===== src/rtl/tt_um_byte_fifo.sv =====
// ============================================================================
// Module      : tt_um_byte_fifo
// Description : 8-entry byte FIFO with synchronized edge-detected strobes,
//               show-ahead head output and sticky overflow/underflow flags.
// Revision    : 1.0 - initial release
// ============================================================================
`default_nettype none

module tt_um_byte_fifo #(
   parameter int DEPTH = 8
) (
   input  logic       clk,
   input  logic       rst_n,
   input  logic       ena,
   input  logic [7:0] ui_in,
   input  logic [7:0] uio_in,
   output logic [7:0] uo_out,
   output logic [7:0] uio_out,
   output logic [7:0] uio_oe
);

   localparam int c_AW = $clog2(DEPTH);
   localparam int c_CW = c_AW + 1;
   localparam logic [c_CW-1:0] c_FULL = c_CW'(DEPTH);

   logic [2:0]      r_s1, r_s2, r_s3;
   logic [c_AW-1:0] r_wr_ptr, r_rd_ptr;
   logic [c_CW-1:0] r_count;
   logic            r_ovf, r_udf;
   logic [7:0]      r_mem [DEPTH];

   logic [2:0] w_pulse;
   logic       w_wr_p, w_rd_p, w_clr_p;
   logic       w_full, w_empty;
   logic       w_do_wr, w_do_rd;
   logic       w_set_ovf, w_set_udf;
   logic       w_unused;

   // Strobe pins: two-flop synchronizer plus history flop for edge detection
   always_ff @(posedge clk or negedge rst_n) begin
      if (!rst_n) begin
         r_s1 <= 3'b000;
         r_s2 <= 3'b000;
         r_s3 <= 3'b000;
      end else begin
         r_s1 <= uio_in[2:0];
         r_s2 <= r_s1;
         r_s3 <= r_s2;
      end
   end

   assign w_pulse = r_s2 & ~r_s3;
   assign w_wr_p  = w_pulse[0];
   assign w_rd_p  = w_pulse[1];
   assign w_clr_p = w_pulse[2];

   assign w_full  = (r_count == c_FULL);
   assign w_empty = (r_count == '0);

   // A read alongside a write frees the head slot, so a full FIFO still accepts
   assign w_do_rd   = w_rd_p && !w_empty;
   assign w_do_wr   = w_wr_p && (!w_full || w_rd_p);
   assign w_set_ovf = w_wr_p && w_full && !w_rd_p;
   assign w_set_udf = w_rd_p && w_empty;

   always_ff @(posedge clk or negedge rst_n) begin
      if (!rst_n) begin
         r_wr_ptr <= '0;
         r_rd_ptr <= '0;
         r_count  <= '0;
         r_ovf    <= 1'b0;
         r_udf    <= 1'b0;
      end else begin
         if (w_do_wr) r_wr_ptr <= r_wr_ptr + c_AW'(1);
         if (w_do_rd) r_rd_ptr <= r_rd_ptr + c_AW'(1);
         case ({w_do_wr, w_do_rd})
            2'b10:   r_count <= r_count + c_CW'(1);
            2'b01:   r_count <= r_count - c_CW'(1);
            default: r_count <= r_count;
         endcase
         r_ovf <= w_set_ovf | (r_ovf & ~w_clr_p);
         r_udf <= w_set_udf | (r_udf & ~w_clr_p);
      end
   end

   // Storage is intentionally left unreset
   always_ff @(posedge clk) begin
      if (w_do_wr) r_mem[r_wr_ptr] <= ui_in;
   end

   assign uo_out   = w_empty ? 8'h00 : r_mem[r_rd_ptr];
   assign uio_out  = {r_udf, r_ovf, w_empty, w_full, 4'b0000};
   assign uio_oe   = 8'hF0;

   assign w_unused = &{1'b0, ena, uio_in[7:3]};

endmodule

`default_nettype wire


===== config.mk =====
export PLATFORM = sky130hd
export DESIGN_NAME = tt_um_byte_fifo
export DESIGN_NICKNAME = d
export VERILOG_FILES = /design/src/rtl/tt_um_byte_fifo.sv
export SDC_FILE = /design/constraint.sdc
export NUM_CORES = 1
export LEC_CHECK = 0
export CAP_MARGIN = 20
export CORE_MARGIN = 1
export CORE_UTILIZATION = 50
export CTS_CLUSTER_DIAMETER = 150
export DETAILED_ROUTE_END_ITERATION = 10
export GPL_ROUTABILITY_DRIVEN = 0
export GPL_TIMING_DRIVEN = 0
export PLACE_DENSITY = 0.76
export SYNTH_ARGS = -nofsm -noshare
export SYNTH_HDL_FRONTEND = slang
export SYNTH_SLANG_ARGS = --single-unit

===== constraint.sdc =====
create_clock -name clk -period 2.3 [get_ports clk]
set_clock_uncertainty 0.15 [all_clocks]
set_input_delay 0.23 -clock clk [delete_from_list [all_inputs] [get_ports clk]]
set_output_delay 0.23 -clock clk [all_outputs]
set_load 0.05 [all_outputs]

---- Word level (Yosys, flattened, before mapping) ----
Memories as Yosys holds them, arrays and structs flattened.
Index checks and enable logic that the tools add are counted.
operators by class
  add/sub/neg operators ................... 4
  eq/ne operators ......................... 3
  muxes and demuxes ....................... 4
  bitwise operators ....................... 7
  reductions and logical operators ........ 11
operators by type and width
  kind                                                                    count
  8-bit 2-to-1 mux                                                        1
  4-bit one-hot mux with 2 select lines                                   1
  3-bit by 1-bit adder with 3-bit output (second input constant)          2
  1-bit logical AND                                                       5
  4-bit by 1-bit adder with 4-bit output (second input constant)          1
  4-bit equality test (second input constant)                             1
  4-bit zero test                                                         1
  4-bit by 1-bit subtractor with 4-bit output (second input constant)     1
  3-bit bitwise AND                                                       1
  1-bit zero test                                                         3
  3-bit inverter                                                          1
  1-bit bitwise AND                                                       2
  2-bit by 1-bit equality test with 1-bit output (second input constant)  1
  2-bit equality test (second input constant)                             1
  1-bit 2-to-1 mux                                                        2
  1-bit bitwise OR                                                        2
  2-bit nonzero test                                                      1
  1-bit logical OR                                                        1
  1-bit inverter                                                          1
word-level totals
  flip-flop bits (word level) ............. 21
  bits in writable memories ............... 64
  output and inout bits ................... 24
  word-level logic and storage cells ...... 38
  memories kept ........................... 1
memory list
  memory  depth  bits a word  read ports  clocked after memory_dff  write ports  RTL line  RTL
  r_mem   8      8            1           0                         1            30        logic [7:0] r_mem [DEPTH];

---- Longest topological paths before layout ----
Gate-level depths: netlist of the first run.
  depth in word-level cells ............... 6
  depth in mapped cells ................... 11

---- Worst setup path before layout of the first run ----
Ideal clock, no wire load.
  kind .................................... reg-to-reg
  from .................................... register r_count[1]
  to ...................................... register r_count[2]
  setup time .............................. 0.131 ns
  data arrival time ....................... 2.022 ns
  path slack .............................. -0.002 ns
  cell stages (with the launch flop) ...... 12
  buffers on the path ..................... 1
  period minus slack after synthesis ...... 2.302 ns
  cells stage by stage .................... dfrtp_1 -> buf_4 -> nor4b_4 -> a21oi_4 -> inv_2 -> ha_1 -> xor2_1 -> ha_1 -> a21oi_1 -> xor2_1 -> nor2_1 -> xor2_1
on the way
  word-level cells in the longest chain between the ends .. 6
ends and longest elaborated chain
  item                                                                                   RTL line  RTL
  start, declared                                                                        28        logic [c_CW-1:0] r_count;
  start signal, assigned                                                                 77        2'b10: r_count <= r_count + c_CW'(1);
  start signal, assigned                                                                 78        2'b01: r_count <= r_count - c_CW'(1);
  start signal, assigned                                                                 79        default: r_count <= r_count;
  4-bit equality test *                                                                  57        assign w_full = (r_count == c_FULL);
  net w_full                                                                             34        logic w_full, w_empty;
  1-bit zero test *                                                                      62        assign w_do_wr = w_wr_p && (!w_full || w_rd_p);
  1-bit logical OR *                                                                     62
  1-bit logical AND *                                                                    62
  2-bit by 1-bit equality test with 1-bit output or 2-bit equality test (tied branches)  76        case ({w_do_wr, w_do_rd})
  4-bit one-hot mux with 2 select lines or 2-bit nonzero test (tied branches)            n/a
The timed path passes the listed nets; every way through them passes the cells marked *.
A chain may end at the register's enable or synchronous reset.

---- Final worst setup path of the first run ----
  from .................................... register r_rd_ptr[0]
  to ...................................... output port uo_out[0]
on the way
  word-level cells in the longest chain between the ends .. 2
ends and longest elaborated chain
  item                    RTL line  RTL
  start, declared         27        logic [c_AW-1:0] r_wr_ptr, r_rd_ptr;
  start signal, assigned  75        if (w_do_rd) r_rd_ptr <= r_rd_ptr + c_AW'(1);
  memory read 8 x 8 bit   n/a
  8-bit 2-to-1 mux        91        assign uo_out = w_empty ? 8'h00 : r_mem[r_rd_ptr];
  end, declared           17        output logic [7:0] uo_out,
No other way between the ends.

==> run summary, run 1 <==
=====================================================================
Share of post-route cells with drive strength above 1           39.3%
GRT overflow                                                        0
Data arrival at the endpoint of the critical path             1.94 ns
Result of the run                                        finished, violations left
Standard-cell rows                                                 30
Final hold slack                                             0.169 ns
Pin count of the biggest net entering global routing               22
CTS tree                                                         done
Via/cell ratio                                                   5.01
Total power                                                   5.54 mW
Most frequent cells in the layout                        sky130_fd_sc_hd__edfxtp_1, sky130_fd_sc_hd__buf_4, sky130_fd_sc_hd__dfrtp_1
Unrepaired setup endpoints after global routing                  true
Cell Area, Synth                                             3540 µm²
Total setup violations reported at the end of the flow              1
TritonCTS sink count                                               85
Violations in the final reports                          negative setup slack
Clock Latency Late Sink                                       0.34 ns
Slew HR                                                         61.8%
Maximum clock path buffer count                                     2
Hold violation count in the final report                            0
Maximum Capacitance Violations                                      0
Syn. warnings                                                       0
Type of the tightest min-delay check                           in2reg
Maximum clock rate                                            431 MHz
Main flop type after synthesis                           sky130_fd_sc_hd__edfxtp_1
Antenna violations before repair                                    0
Slew Viols, Final                                                   0
CTS Root Buffer Type                                     sky130_fd_sc_hd__clkbuf_8
Startpoint types                                            flip-flop
Total die area                                               7420 µm²
Via count of the first global-routing pass                       1834
Total number of vias                                             1819
Number of filler instances in the final layout                    465
Final worst-path cycle share                                     101%
Global-route wire length before repair                        9830 µm
Average routed wire per standard cell                         17.6 µm
Post-Syn Area per Cell                                       18.2 µm²
CTS Buf Count                                                       9
Unique masters post-synth                                          34
FFs w/ async S/R, synth                                         24.7%
Actual transition at the worst max-transition pin            0.571 ns
Total I/O pin count                                                43
DRT iter0 DRCs                                                    120
Most common cell after layout, fill and taps aside       sky130_fd_sc_hd__edfxtp_1
Pleak                                                         1.65 nW
Crit. End Element                                         output port
Number of antenna diodes                                            0
Placeable core region                                        6830 µm²
Global-route usage over all layers                              18.7%
Internal Dissipation                                          3.53 mW
Deepest level of the CTS H-tree                                     3
Switching share of power                                        36.3%
IR drop worst, VDD                                           0.608 mV
Category of the most critical setup path                      reg2out
Number of flops mapped to enable cells by yosys                    64
Switching power of the nets                                   2.01 mW
Post-synthesis register bit count                                  85
Share of the yosys chip area belonging to registers             69.1%
Power density relative to cell area                       1250 nW/µm²
Min setup slack post-route                                 -0.0193 ns
Proportion of power drawn by the clock network                  18.3%
Crit path time final                                          2.32 ns
CTS clock-pin slew for the worst setup and hold paths         0.08 ns
Die outline width                                             86.2 µm
Gate Count Post-Synth                                             195
Fraction of power consumed by combinational cells               45.2%
Post-detail-place hpwl                                        3870 µm
Final WL                                                      6400 µm
Count of unresolved DRC violations after routing                    0
Antenna-violating nets left                                         0
CP Data Required Time                                         1.92 ns
Vert. Die Dim                                                 86.2 µm
Nets                                                              286
# port buffers                                                     24
Max Fanout on Critical Path                                         6
Effective utilization at floorplan                              51.8%
Pre-antenna DRT Iters                                               4
Fraction of power consumed by sequential logic                  36.6%
Area growth from synthesis to final layout                      25.2%
=====================================================================
## cell type report
cell class | instances | area (µm²) | share of cell area (%)
Timing Repair Buffer | 46 | 467 | 10.5
Buffer | 23 | 190 | 4.29
Inverter | 2 | 10.0 | 0.226
Tap cell | 96 | 120 | 2.71
Clock inverter | 5 | 58.8 | 1.33
Clock buffer | 11 | 131 | 2.96
Sequential cell | 85 | 2450 | 55.3
Multi-Input combinational cell | 95 | 1010 | 22.7
## flip-flops by register name, indices dropped and copies added, names as in the netlist
signal	cells
r_rd_ptr	3
r_mem	64
r_wr_ptr	3
r_ovf	1
r_s1	3
r_count	4
r_s3	3
r_udf	1
r_s2	3
## kinds of logic after synthesis
group           synth area share [%]
fa+ha+maj                       1.77
flops                           69.1
xor+xnor                        2.23
other cells                    0.212
compound gates                  1.66
buf+inv                         5.34
simple gates                    5.44
mux                             14.2
## critical path, stage by stage (launching register included)
cell and delay (ns):
sky130_fd_sc_hd__dfrtp_1 0.37, sky130_fd_sc_hd__buf_6 0.17, sky130_fd_sc_hd__buf_6 0.12, sky130_fd_sc_hd__mux4_2 0.49, sky130_fd_sc_hd__mux2i_1 0.20, sky130_fd_sc_hd__nor2_1 0.08, sky130_fd_sc_hd__buf_6 0.15
## what timing repair did
item                       CTS  global route
resized for setup           79            17
pin swaps                    4             6
setup endpoints to repair   27            40
hold buffers                 0             1
cloned                       1             0
setup buffers               13             3
hold endpoints to repair     0             1
## cells in the mapped netlist, types with 2 or more instances
cell                        n  area [µm²]
sky130_fd_sc_hd__edfxtp_1  64        1920
sky130_fd_sc_hd__dfrtp_1   21         526
sky130_fd_sc_hd__buf_4     18         135
sky130_fd_sc_hd__nor2_1    13        48.8
sky130_fd_sc_hd__mux4_2     9         203
sky130_fd_sc_hd__mux2i_1    8        80.1
sky130_fd_sc_hd__mux4_1     7         184
sky130_fd_sc_hd__nand2_1    6        22.5
sky130_fd_sc_hd__nand2b_1   6        37.5
sky130_fd_sc_hd__xor2_1     6        52.6
sky130_fd_sc_hd__ha_1       5        62.6
sky130_fd_sc_hd__nor3_1     4        20.0
sky130_fd_sc_hd__buf_2      3        15.0
sky130_fd_sc_hd__xnor2_1    3        26.3
sky130_fd_sc_hd__a21oi_1    2        10.0
sky130_fd_sc_hd__conb_1     2        7.51
## power groups by stage
| stage | clock network [mW] | registers (mW) | logic [mW] |
|---|---|---|---|
| final | 1.01 | 2.03 | 2.50 |
| after global routing | 1.10 | 2.05 | 2.66 |
| after CTS | 1.04 | 2.02 | 2.43 |
| after detailed placement | 0 | 2.04 | 2.08 |
| after global placement | 0 | 2.02 | 2.03 |
| after floorplan | 0 | 2.00 | 1.55 |
## per-stage QoR
| stage | std cells | area (µm²) | TNS (ns) | setup slack (ns) | util [%] |
|---|---|---|---|---|---|
| 4_1_cts | 359 | 4380 | -0.146 | -0.0352 | 64.1 |
| 5_1_grt | 363 | 4430 | -0.659 | -0.114 | 64.9 |
| 2_1_floorplan | 205 | 3580 | 0 | 0.0330 | - |
| 3_5_place_dp | 329 | 3980 | -3.43 | -0.276 | 58.3 |
| 6_report | 363 | 4430 | -0.0193 | -0.0193 | 64.9 |
| 3_3_place_gp | 325 | 3940 | -19.55 | -0.764 | 57.7 |
## path summary, 6_finish.rpt
path,start,end,slack (ns),cells after the start
hold reg to reg,r_s1[0],r_s2[0],0.20,0
setup reg to reg,r_count[2],r_count[2],0.04,10
max in group asynchronous,rst_n,r_count[0],1.14,3
setup / recovery,r_rd_ptr[0],uo_out[0],-0.02,6
min in group asynchronous,rst_n,r_s2[0],0.46,2
hold / removal,uio_in[1],r_s1[1],0.17,1
## per-layer routing
metal,share of wire [%],global-route usage (%),wire length (µm)
met3,4.3,4.52,276
met5,0,0,0
met1,43,24.7,2750
met4,1.4,8.03,88
met2,51,29.7,3280
No activity file was read; power rests on OpenSTA's default activity.
==> inputs of run 2 (changes only) <==
--- a/config.mk
+++ b/config.mk
@@ -13,6 +13,8 @@
 export GPL_ROUTABILITY_DRIVEN = 0
 export GPL_TIMING_DRIVEN = 0
 export PLACE_DENSITY = 0.76
+export SKIP_CTS_REPAIR_TIMING = 1
+export SLEW_MARGIN = 20
 export SYNTH_ARGS = -nofsm -noshare
 export SYNTH_HDL_FRONTEND = slang
 export SYNTH_SLANG_ARGS = --single-unit
==> run 2 against run 1 <==
Against the previous run: the flow still finishes with violations (negative setup slack); combinational power is essentially flat; sequential cell count unchanged; register-to-register slack worse by 0.04 ns; worst setup slack worse by 0.0070 ns; sequential share of layout area increased by 0.49 points; utilization decreased by 0.57 points; non-clock buffer count is 3 lower; power decreased by 0.76%; design area down 0.88%; final cell count is 1.1% lower; global-route usage fell by 0.77 points; critical endpoint is now uo_out[4]; largest cell class unchanged.
==> run summary, run 2 (synthesized netlist as in run 1, its figures left out) <==
======================================================================
Max FFs per register                                                64
Slew Viols, Final                                                    0
Effective utilization at floorplan                               51.8%
Global-route usage over all layers                               17.9%
Largest register by flop count                                   r_mem
DP Area                                                       3980 µm²
Via count of the first global-routing pass                        1679
Maximum clock path buffer count                                      2
Cells after DPL                                                    327
Largest registers                                         r_mem (64), r_count (4)
Deepest level of the CTS H-tree                                      3
Slew HR                                                          37.4%
Standard-cell rows                                                  30
Unrepaired setup endpoints after global routing                   true
Max Fanout on Critical Path                                          7
Total setup violations reported at the end of the flow               3
Total number of vias                                              1843
DRT iter0 DRCs                                                     105
Final worst-path cycle share                                      101%
Global-route wire length before repair                         9290 µm
IR drop worst, VDD                                            0.480 mV
Post-route standard cell area excluding fillers               4390 µm²
Actual transition at the worst max-transition pin             0.936 ns
Max incr delay on CP                                           0.48 ns
Most common cell after layout, fill and taps aside        sky130_fd_sc_hd__edfxtp_1
GRT overflow                                                         0
Most frequent cells in the layout                         sky130_fd_sc_hd__edfxtp_1, sky130_fd_sc_hd__buf_4, sky130_fd_sc_hd__dfrtp_1
Clock Latency Late Sink                                        0.34 ns
Power density relative to cell area                        1250 nW/µm²
CTS Buf Count                                                        9
Hold violation count in the final report                             0
Worst path slowest cell                                   sky130_fd_sc_hd__mux4_2
Kind of cell adding the most delay to the critical path   multiplexers
Startpoint types                                             flip-flop
CTS tree                                                          done
Sequential standard cell area                                 2450 µm²
Via/cell ratio                                                    5.13
Data arrival at the endpoint of the critical path              1.95 ns
Crit path time final                                           2.33 ns
Post-detail-place hpwl                                         3800 µm
Number of filler instances in the final layout                     488
Count of unresolved DRC violations after routing                     0
CP Data Required Time                                          1.92 ns
Pre-antenna DRT Iters                                                4
Min setup slack post-route                                  -0.0263 ns
Violations in the final reports                           negative setup slack
Total die area                                                7420 µm²
Post-place setup slack                                       -0.272 ns
Result of the run                                         finished, violations left
Die outline width                                              86.2 µm
Total I/O pin count                                                 43
Antenna violations before repair                                     0
Vert. Die Dim                                                  86.2 µm
Antenna-violating nets left                                          0
Nets                                                               283
Number of antenna diodes                                             0
Final Non-Filler Cells                                             359
Placeable core region                                         6830 µm²
# port buffers                                                      24
Pleak                                                          1.65 nW
Share of post-route cells with drive strength above 1            38.0%
Type of the tightest min-delay check                            in2reg
Area of combinational cells with multiple inputs              1000 µm²
Pin count of the biggest net entering global routing                22
CTS clock-pin slew for the worst setup and hold paths          0.08 ns
TritonCTS sink count                                                85
Category of the most critical setup path                       reg2out
CTS Root Buffer Type                                      sky130_fd_sc_hd__clkbuf_8
CP Buf/Inv Count                                                     3
Maximum Capacitance Violations                                       0
Area growth from synthesis to final layout                       24.1%
Maximum clock rate                                             430 MHz
Average routed wire per standard cell                          17.6 µm
CP cell instances                                         buf_8, clkbuf_16, mux4_2, mux2i_1, nor2_1, buf_2
Final WL                                                       6320 µm
Crit. End Element                                          output port
======================================================================
run 2: final timing paths:
path                             start          to  slack [ns]  depth (start not counted)
setup / recovery           r_rd_ptr[0]   uo_out[4]       -0.03                          6
hold / removal               uio_in[2]     r_s1[2]        0.18                          1
setup reg to reg            r_count[2]  r_count[2]           0                         10
hold reg to reg                r_s1[1]     r_s2[1]        0.20                          0
max in group asynchronous        rst_n  r_count[0]        1.10                          1
min in group asynchronous        rst_n     r_s3[1]        0.26                          1
run 2: power breakdown:
part | leakage, nW | internal (mW) | switching [mW] | total [mW]
logic | 0.735 | 1.14 | 1.33 | 2.47
clock network | 0.0927 | 0.500 | 0.508 | 1.01
registers | 0.826 | 1.86 | 0.167 | 2.02
run 2: worst reg2reg max path, cell delays in order (launching register included):
cell	delay [ns]
sky130_fd_sc_hd__dfrtp_2	0.47
sky130_fd_sc_hd__nor4b_4	0.40
sky130_fd_sc_hd__a21oi_4	0.13
sky130_fd_sc_hd__inv_4	0.10
sky130_fd_sc_hd__ha_4	0.16
sky130_fd_sc_hd__xor2_1	0.07
sky130_fd_sc_hd__ha_1	0.18
sky130_fd_sc_hd__a21oi_1	0.14
sky130_fd_sc_hd__xor2_1	0.17
sky130_fd_sc_hd__nor2_1	0.07
sky130_fd_sc_hd__xor2_1	0.16
run 2: final cells by class:
class,instances,share of cell area (%)
buffer,23,4.47
inverter,2,0.228
timing repair buffer,43,9.71
tap,96,2.73
clock buffer,10,2.90
multi-input combinational,95,22.8
sequential,85,55.8
clock inverter,5,1.37
run 2: layer usage:
layer / wire [µm] / GRT usage (%)
met1: 2800 / 24.2
met3: 263 / 4.43
met4: 69 / 7.58
met5: 0 / 0
met2: 3190 / 28.0
run 2: through the flow:
step                power [mW]  util (%)  hold slack [ns]  setup TNS [ns]
floorplan                 3.54         -           -0.216               0
global placement          4.05      57.7            0.183          -19.55
detailed placement        4.14      58.3            0.186           -2.57
CTS                       5.14      61.0            0.158           -6.74
global route              5.75      64.3            0.146          -0.603
finish                    5.50      64.3            0.175         -0.0470
